**src/rtl/gpmc_wb_pkg.sv**
```systemverilog
// Shared types and helpers for the GPMC-to-Wishbone bridge.
package gpmc_wb_pkg;

    // Bridge transaction state.
    typedef enum logic [2:0] {
        IDLE    = 3'd0,
        ADDR    = 3'd1,
        WR_REQ  = 3'd2,
        RD_REQ  = 3'd3,
        RD_HOLD = 3'd4,
        DONE    = 3'd5
    } state_t;

    // Read data presented to the host when the slave errors or never answers.
    localparam logic [15:0] DEFAULT_ERR_DATA = 16'hDEAD;

    // Width of a counter that must be able to hold the value 'cycles'.
    function automatic int timeout_cnt_width(input int cycles);
        int w;
        w = $clog2(cycles + 1);
        return (w < 1) ? 1 : w;
    endfunction

endpackage

```
**src/rtl/gpmc_wb_bridge_sync_in_sync.sv**
```systemverilog
// Multi-stage synchroniser for the GPMC control strobes and AD bus, plus a
// rising-edge detector on the synchronised GPMC clock.
module gpmc_in_sync #(
    parameter int SYNC_STAGES = 2,
    parameter int DATA_WIDTH  = 16
) (
    input  logic                  clk,
    input  logic                  reset,
    input  logic                  gpmc_clk,
    input  logic                  gpmc_advn,
    input  logic                  gpmc_csn,
    input  logic                  gpmc_wein,
    input  logic                  gpmc_oen,
    input  logic [DATA_WIDTH-1:0] gpmc_ad_in,
    output logic                  advn_s,
    output logic                  csn_s,
    output logic                  wein_s,
    output logic                  oen_s,
    output logic [DATA_WIDTH-1:0] ad_s,
    output logic                  gclk_rise
);

    // Packed as {oen, wein, csn, advn, gpmc_clk}; strobes idle high, clock low.
    localparam int              CW         = 5;
    localparam logic [CW-1:0]   CTRL_RESET = 5'b11110;

    logic [CW-1:0] ctrl_in;
    logic [CW-1:0] ctrl_last;
    logic          clk_prev_reg;

    assign ctrl_in = {gpmc_oen, gpmc_wein, gpmc_csn, gpmc_advn, gpmc_clk};

    genvar gi;
    generate
        for (gi = 0; gi < SYNC_STAGES; gi++) begin : g_stage
            logic [CW-1:0]         ctrl_reg;
            logic [DATA_WIDTH-1:0] ad_reg;
            if (gi == 0) begin : g_first
                // First stage samples the asynchronous pad signals.
                always_ff @(posedge clk) begin
                    if (reset) begin
                        ctrl_reg <= CTRL_RESET;
                        ad_reg   <= '0;
                    end else begin
                        ctrl_reg <= ctrl_in;
                        ad_reg   <= gpmc_ad_in;
                    end
                end
            end else begin : g_next
                // Later stages just shift the previous stage along.
                always_ff @(posedge clk) begin
                    if (reset) begin
                        ctrl_reg <= CTRL_RESET;
                        ad_reg   <= '0;
                    end else begin
                        ctrl_reg <= g_stage[gi-1].ctrl_reg;
                        ad_reg   <= g_stage[gi-1].ad_reg;
                    end
                end
            end
        end
    endgenerate

    assign ctrl_last = g_stage[SYNC_STAGES-1].ctrl_reg;
    assign ad_s      = g_stage[SYNC_STAGES-1].ad_reg;
    assign oen_s     = ctrl_last[4];
    assign wein_s    = ctrl_last[3];
    assign csn_s     = ctrl_last[2];
    assign advn_s    = ctrl_last[1];

    // Remember the previous synchronised GPMC clock level for edge detection.
    always_ff @(posedge clk) begin
        if (reset) begin
            clk_prev_reg <= 1'b0;
        end else begin
            clk_prev_reg <= ctrl_last[0];
        end
    end

    assign gclk_rise = ctrl_last[0] & ~clk_prev_reg;

endmodule

```
**src/rtl/gpmc_wb_bridge_sync.sv**
```systemverilog
// GPMC-to-Wishbone master bridge: oversamples the GPMC bus in the clk domain,
// runs one Wishbone transfer per GPMC access and stalls the host meanwhile.
module gpmc_wb_bridge_sync
    import gpmc_wb_pkg::*;
#(
    parameter int          ADDR_WIDTH      = 16,
    parameter int          DATA_WIDTH      = 16,
    parameter int          SYNC_STAGES     = 2,
    parameter int          TIMEOUT_CYCLES  = 255,
    parameter logic [15:0] ERR_DATA        = DEFAULT_ERR_DATA,
    parameter int          WAIT_ACTIVE_LOW = 1
) (
    input  logic                    clk,
    input  logic                    reset,
    input  logic [DATA_WIDTH-1:0]   gpmc_ad_in,
    output logic [DATA_WIDTH-1:0]   gpmc_ad_out,
    output logic                    gpmc_ad_oe,
    input  logic                    gpmc_clk,
    input  logic                    gpmc_advn,
    input  logic                    gpmc_csn,
    input  logic                    gpmc_wein,
    input  logic                    gpmc_oen,
    output logic                    gpmc_wait,
    output logic [ADDR_WIDTH-1:0]   wbm_address,
    output logic [DATA_WIDTH-1:0]   wbm_writedata,
    input  logic [DATA_WIDTH-1:0]   wbm_readdata,
    output logic [DATA_WIDTH/8-1:0] wbm_sel,
    output logic                    wbm_write,
    output logic                    wbm_strobe,
    output logic                    wbm_cycle,
    input  logic                    wbm_ack,
    input  logic                    wbm_err,
    output logic                    bus_error
);

    localparam int                    CNT_W      = timeout_cnt_width(TIMEOUT_CYCLES);
    localparam logic [CNT_W-1:0]      CNT_LAST   = CNT_W'(TIMEOUT_CYCLES - 1);
    localparam logic [CNT_W-1:0]      CNT_MAX    = CNT_W'(TIMEOUT_CYCLES);
    localparam logic [DATA_WIDTH-1:0] ERR_DATA_W = ERR_DATA[DATA_WIDTH-1:0];
    // Pin level of gpmc_wait when the host is not being stalled.
    localparam logic                  WAIT_IDLE  = (WAIT_ACTIVE_LOW != 0);

    state_t                  state_reg, state_next;
    logic [CNT_W-1:0]        cnt_reg;
    logic [ADDR_WIDTH-1:0]   address_reg;
    logic [DATA_WIDTH-1:0]   writedata_reg;
    logic [DATA_WIDTH-1:0]   ad_out_reg;
    logic                    oe_reg;
    logic                    wait_pin_reg;
    logic                    bus_error_reg;

    logic                    advn_s, csn_s, wein_s, oen_s, gclk_rise;
    logic [DATA_WIDTH-1:0]   ad_s;
    logic [ADDR_WIDTH-1:0]   addr_capture;

    logic                    in_req;
    logic                    timeout_hit;
    logic                    wb_done;
    logic                    wb_fail;
    logic                    cyc_comb, we_comb, oe_next, stall_next;

    gpmc_in_sync #(
        .SYNC_STAGES (SYNC_STAGES),
        .DATA_WIDTH  (DATA_WIDTH)
    ) u_in_sync (
        .clk        (clk),
        .reset      (reset),
        .gpmc_clk   (gpmc_clk),
        .gpmc_advn  (gpmc_advn),
        .gpmc_csn   (gpmc_csn),
        .gpmc_wein  (gpmc_wein),
        .gpmc_oen   (gpmc_oen),
        .gpmc_ad_in (gpmc_ad_in),
        .advn_s     (advn_s),
        .csn_s      (csn_s),
        .wein_s     (wein_s),
        .oen_s      (oen_s),
        .ad_s       (ad_s),
        .gclk_rise  (gclk_rise)
    );

    // Address comes from the low bits of AD, zero-extended if the bus is narrower.
    generate
        if (ADDR_WIDTH <= DATA_WIDTH) begin : g_addr_trunc
            assign addr_capture = ad_s[ADDR_WIDTH-1:0];
        end else begin : g_addr_ext
            assign addr_capture = {{(ADDR_WIDTH-DATA_WIDTH){1'b0}}, ad_s};
        end
    endgenerate

    assign in_req      = (state_reg == WR_REQ) || (state_reg == RD_REQ);
    assign timeout_hit = (cnt_reg == CNT_LAST);
    assign wb_done     = wbm_ack || wbm_err || timeout_hit;
    // Error wins over a simultaneous ack; a late ack on the timeout cycle still counts.
    assign wb_fail     = wbm_err || (!wbm_ack && timeout_hit);

    // State register.
    always_ff @(posedge clk) begin
        if (reset) begin
            state_reg <= IDLE;
        end else begin
            state_reg <= state_next;
        end
    end

    // Next-state logic, driven only by synchronised GPMC inputs.
    always_comb begin
        state_next = state_reg;
        unique case (state_reg)
            IDLE: begin
                if (!csn_s && !advn_s && gclk_rise) state_next = ADDR;
            end
            ADDR: begin
                if (csn_s) begin
                    state_next = IDLE;
                end else if (advn_s && !wein_s) begin
                    // A pending write blocks the read path even before its clock edge.
                    if (gclk_rise) state_next = WR_REQ;
                end else if (advn_s && !oen_s) begin
                    state_next = RD_REQ;
                end
            end
            WR_REQ:  if (wb_done) state_next = DONE;
            RD_REQ:  if (wb_done) state_next = RD_HOLD;
            RD_HOLD: if (csn_s || oen_s) state_next = DONE;
            DONE:    if (csn_s) state_next = IDLE;
            default: state_next = IDLE;
        endcase
    end

    // Output decode: bus strobes follow the state, pad controls look one state ahead.
    always_comb begin
        cyc_comb   = 1'b0;
        we_comb    = 1'b0;
        case (state_reg)
            WR_REQ: begin
                cyc_comb = 1'b1;
                we_comb  = 1'b1;
            end
            RD_REQ:  cyc_comb = 1'b1;
            default: ;
        endcase
        stall_next = (state_next == WR_REQ) || (state_next == RD_REQ);
        oe_next    = (state_next == RD_HOLD) && !csn_s && !oen_s;
    end

    // Datapath registers: captured address/data, read-back data, timeout counter.
    always_ff @(posedge clk) begin
        if (reset) begin
            cnt_reg       <= '0;
            address_reg   <= '0;
            writedata_reg <= '0;
            ad_out_reg    <= '0;
            oe_reg        <= 1'b0;
            wait_pin_reg  <= WAIT_IDLE;
            bus_error_reg <= 1'b0;
        end else begin
            oe_reg        <= oe_next;
            wait_pin_reg  <= stall_next ^ WAIT_IDLE;
            bus_error_reg <= in_req && wb_fail;
            if (state_reg == IDLE && state_next == ADDR) begin
                address_reg <= addr_capture;
            end
            if (state_reg == ADDR && state_next == WR_REQ) begin
                writedata_reg <= ad_s;
            end
            if (state_reg == RD_REQ && wb_done) begin
                ad_out_reg <= wb_fail ? ERR_DATA_W : wbm_readdata;
            end
            if (in_req) begin
                if (cnt_reg != CNT_MAX) cnt_reg <= cnt_reg + 1'b1;
            end else begin
                cnt_reg <= '0;
            end
        end
    end

    assign wbm_cycle     = cyc_comb;
    assign wbm_strobe    = cyc_comb;
    assign wbm_write     = we_comb;
    assign wbm_address   = address_reg;
    assign wbm_writedata = writedata_reg;
    assign wbm_sel       = '1;
    assign gpmc_ad_out   = ad_out_reg;
    assign gpmc_ad_oe    = oe_reg;
    assign gpmc_wait     = wait_pin_reg;
    assign bus_error     = bus_error_reg;

endmodule

```
**config.mk**
```make
export PLATFORM = sky130hd
export DESIGN_NAME = gpmc_wb_bridge_sync
export DESIGN_NICKNAME = d
export VERILOG_FILES = /design/src/rtl/gpmc_wb_pkg.sv /design/src/rtl/gpmc_wb_bridge_sync_in_sync.sv /design/src/rtl/gpmc_wb_bridge_sync.sv
export SDC_FILE = /design/constraint.sdc
export NUM_CORES = 1
export LEC_CHECK = 0
export ABC_AREA = 1
export BUFFER_PORTS_ARGS = -buffer_cell sky130_fd_sc_hd__buf_2
export CAP_MARGIN = 5
export CORE_UTILIZATION = 45
export CTS_CLUSTER_DIAMETER = 150
export DETAILED_ROUTE_END_ITERATION = 10
export PLACE_DENSITY = 0.67
export SYNTH_ARGS = -nofsm -noshare
export SYNTH_HDL_FRONTEND = slang
export SYNTH_SLANG_ARGS = --single-unit
```
**constraint.sdc**
```tcl
create_clock -name clk -period 2.3 [get_ports clk]
set_clock_uncertainty 0.15 [all_clocks]
set_input_delay 0.23 -clock clk [delete_from_list [all_inputs] [get_ports clk]]
set_output_delay 0.23 -clock clk [all_outputs]
set_load 0.01 [all_outputs]
```
==> results.cfg <==
[outcome]
status = finished clean

[critical_path]
crit_cells = 11
r2r-end = wbm_writedata[6]
end_kind = register
cp_max_fo = 32
worstReg2RegStart = cnt_reg[0]
arrival_ns = 2.15
cp_top_family = simple AND/OR/NAND/NOR gates
cp_cell_sequence = inv_1 -> ha_1 -> inv_1 -> nor2_1 -> nand2_1 -> nand2_1 -> a21oi_4 -> nand3_4 -> nand2_1 -> nand2_1 -> nor2_1
crit_buf_inv = 2
critPathKind = register to register
startpoint = cnt_reg[0]
rrSetupSlack_ns = 0.31
cp-start-kind = register
crit_end = wbm_writedata[6]
crit_required_ns = 2.46
cp_slowest_cell = dfxtp_1
slowest_delay_ns = 0.39
ff2ff_path_depth = 11
crit_top_cell = nand2_1

[timing]
fmax_ghz = 0.502
period_minus_slack_ns = 1.99
slew_viol_final = 0
fin_crit_sh_pct = 86.7
tns_ns = 0
hold_viol_final = 0
setup_violations = 0
rsz0062_at_grt = no
slew_headroom_pct = 66.2
tightest_slew_ns = 0.507

[grt]
grtUsageTotal_pct = 19.2
grt_pass1_wl_um = 13000
grt_overflow = 0
grt_pass1_vias = 2871
grt_max_degree = 55
antenna_found_initial = 0

[cells_and_area]
layout-drive-gt1-share_pct = 21.5
fin_area_um2 = 4860
fillers = 728
antennaDiodeCount = 0
layout.cells.non_filler = 717
nets = 653
final_common_cell = nor2_1
layout_common_cells = nor2_1 (122), dfxtp_1 (105), buf_2 (94), inv_1 (71), nand2_1 (67)
utilization_pct = 61.6
area_growth_pct = 29.8

[placement]
post_dp_cell_area_um2 = 4270
routabilityCongestion = 0.820
post-place-cells = 662
hpwlAfterDp_um = 5010
io_buffers = 94

[clocking]
cts_tree = yes
clk_latency_ns = 0.37
cts_buffers = 9
cts_buffer_depth = 2
cts-root-buf = clkbuf_8
post_cts_buffers = 0
cts_resized = 0
path_clk_slew_ns = 0.10
cts_sinks = 105
cts-htree-levels = 3

[synth]
ys_seq_elements = 105
syn_inst = 481
seq_area_frac_synth_pct = 56.1
yosys.area.top_type_share_pct = 56.1
ys_types = 28
avgSynthCellArea_um2 = 7.78
ys.warnings.count = 0
synth_area_um2 = 3740
synth_top_area_cell = dfxtp_1
synth.area.top_cells = dfxtp_1 (56%), nor2_1 (12%), inv_1 (7.1%)

[detailed_routing]
drt-pass1-iter-count = 4
wire_per_inst_um = 10.7
routed.top_layer = met4
vias = 3123
drc = 0
dr_wl_met2_um = 3540
initialDrtViolationCount = 142
met3_length_um = 443
m1WireLength_um = 3570
ant_nets = 0
wl_um = 7640
viasPerCell = 4.36

[floorplan]
die_area_um2 = 8690
die_w_um = 93.2
std_cell_rows = 32
core_um2 = 7890
start_util_pct = 47.5
ios = 97
die_h_um = 93.2

[min_path]
hold_path.class = input pin to register
worstHoldStart = wbm_ack

[power]
p_per_area_nw_per_um2 = 644
power_leakage_uw = 0.00246
peakVddDrop_mv = 0.318

[run]
cap_viol_max_count = 0
metal layers:
layer	global-route usage, %	vias to the layer above
li1	-	1690
met1	23.7	1349
met2	31.6	77
met3	6.75	7
met4	5.51	0
met5	0	-
tightest hold or removal path, stage by stage:
cell and delay, ns:
buf_2 0.10, nor2_1 0.05, o21a_1 0.15
power breakdown:
group          leakage [µW]  total, µW  internal (µW)  switching, µW
Sequential         0.000855       1870           1850           13.9
Combinational       0.00151        162           90.9           70.9
Clock             0.0000942       1100            447            653
Total               0.00246       3130           2390            738
repair_timing:
action | CTS | global route
hold buffers | 39 | 0
endpoints found under the setup margin | 0 | 0
endpoints found under the hold margin | 39 | 0
cells by family (layout without fill, tap and decap cells):
group           after synthesis  count (layout)  synth area share [%]
buf+inv                      96             229                  10.5
fa+ha+maj                     2               2                 0.668
flops                       105             105                  56.1
xor+xnor                      4               4                 0.936
other cells                   1               2                 0.100
simple gates                223             223                  24.6
compound gates               50              50                  7.09
worst min-delay path by stage:
stage                                                   to  slack, ns  cells after the start
after floorplan           u_in_sync.g_stage[0].ctrl_reg[1]       0.18                      1
after global placement                   u_in_sync.ad_s[8]       0.24                      2
after detailed placement            u_in_sync.ctrl_last[3]       0.24                      1
after CTS                                        bus_error       0.04                      3
after global routing                             bus_error       0.06                      3
final                                            bus_error       0.05                      3
cell type report:
cell class	count	area [µm²]	share of cell area, %
Multi-Input combinational cell	281	1250	25.8
Timing Repair Buffer	138	898	18.5
Sequential cell	105	2100	43.3
Tap cell	102	128	2.63
Clock inverter	6	60.1	1.24
Inverter	75	282	5.79
Clock buffer	10	138	2.83
stage by stage:
| step | setup slack, ns | hold slack (ns) | power (µW) |
|---|---|---|---|
| 4_1_cts | 0.300 | 0.0399 | 3160 |
| 6_report | 0.306 | 0.0524 | 3130 |
| 2_1_floorplan | 0.564 | 0.184 | 1970 |
| 3_3_place_gp | 0.453 | 0.240 | 2020 |
| 3_5_place_dp | 0.323 | 0.244 | 2020 |
| 5_1_grt | 0.0628 | 0.0592 | 3260 |
Yosys cell counts:
library cell,instances
buf_4,4
or2_1,1
inv_1,71
nor3_2,1
nand2_4,1
nor3_1,13
buf_6,2
ha_1,2
conb_1,1
dfxtp_1,105
nand2_2,1
inv_2,4
buf_2,2
o21a_1,1
nand3b_1,1
xor2_1,1
nand2_1,67
nand3_4,1
a21oi_4,1
a21oi_1,25
a31oi_1,1
clkbuf_1,13
nor2_1,122
xnor2_1,3
nand4_1,1
or2_2,8
nand3_1,6
o21ai_0,22
Note: power is estimated with default switching activity, not from simulation.
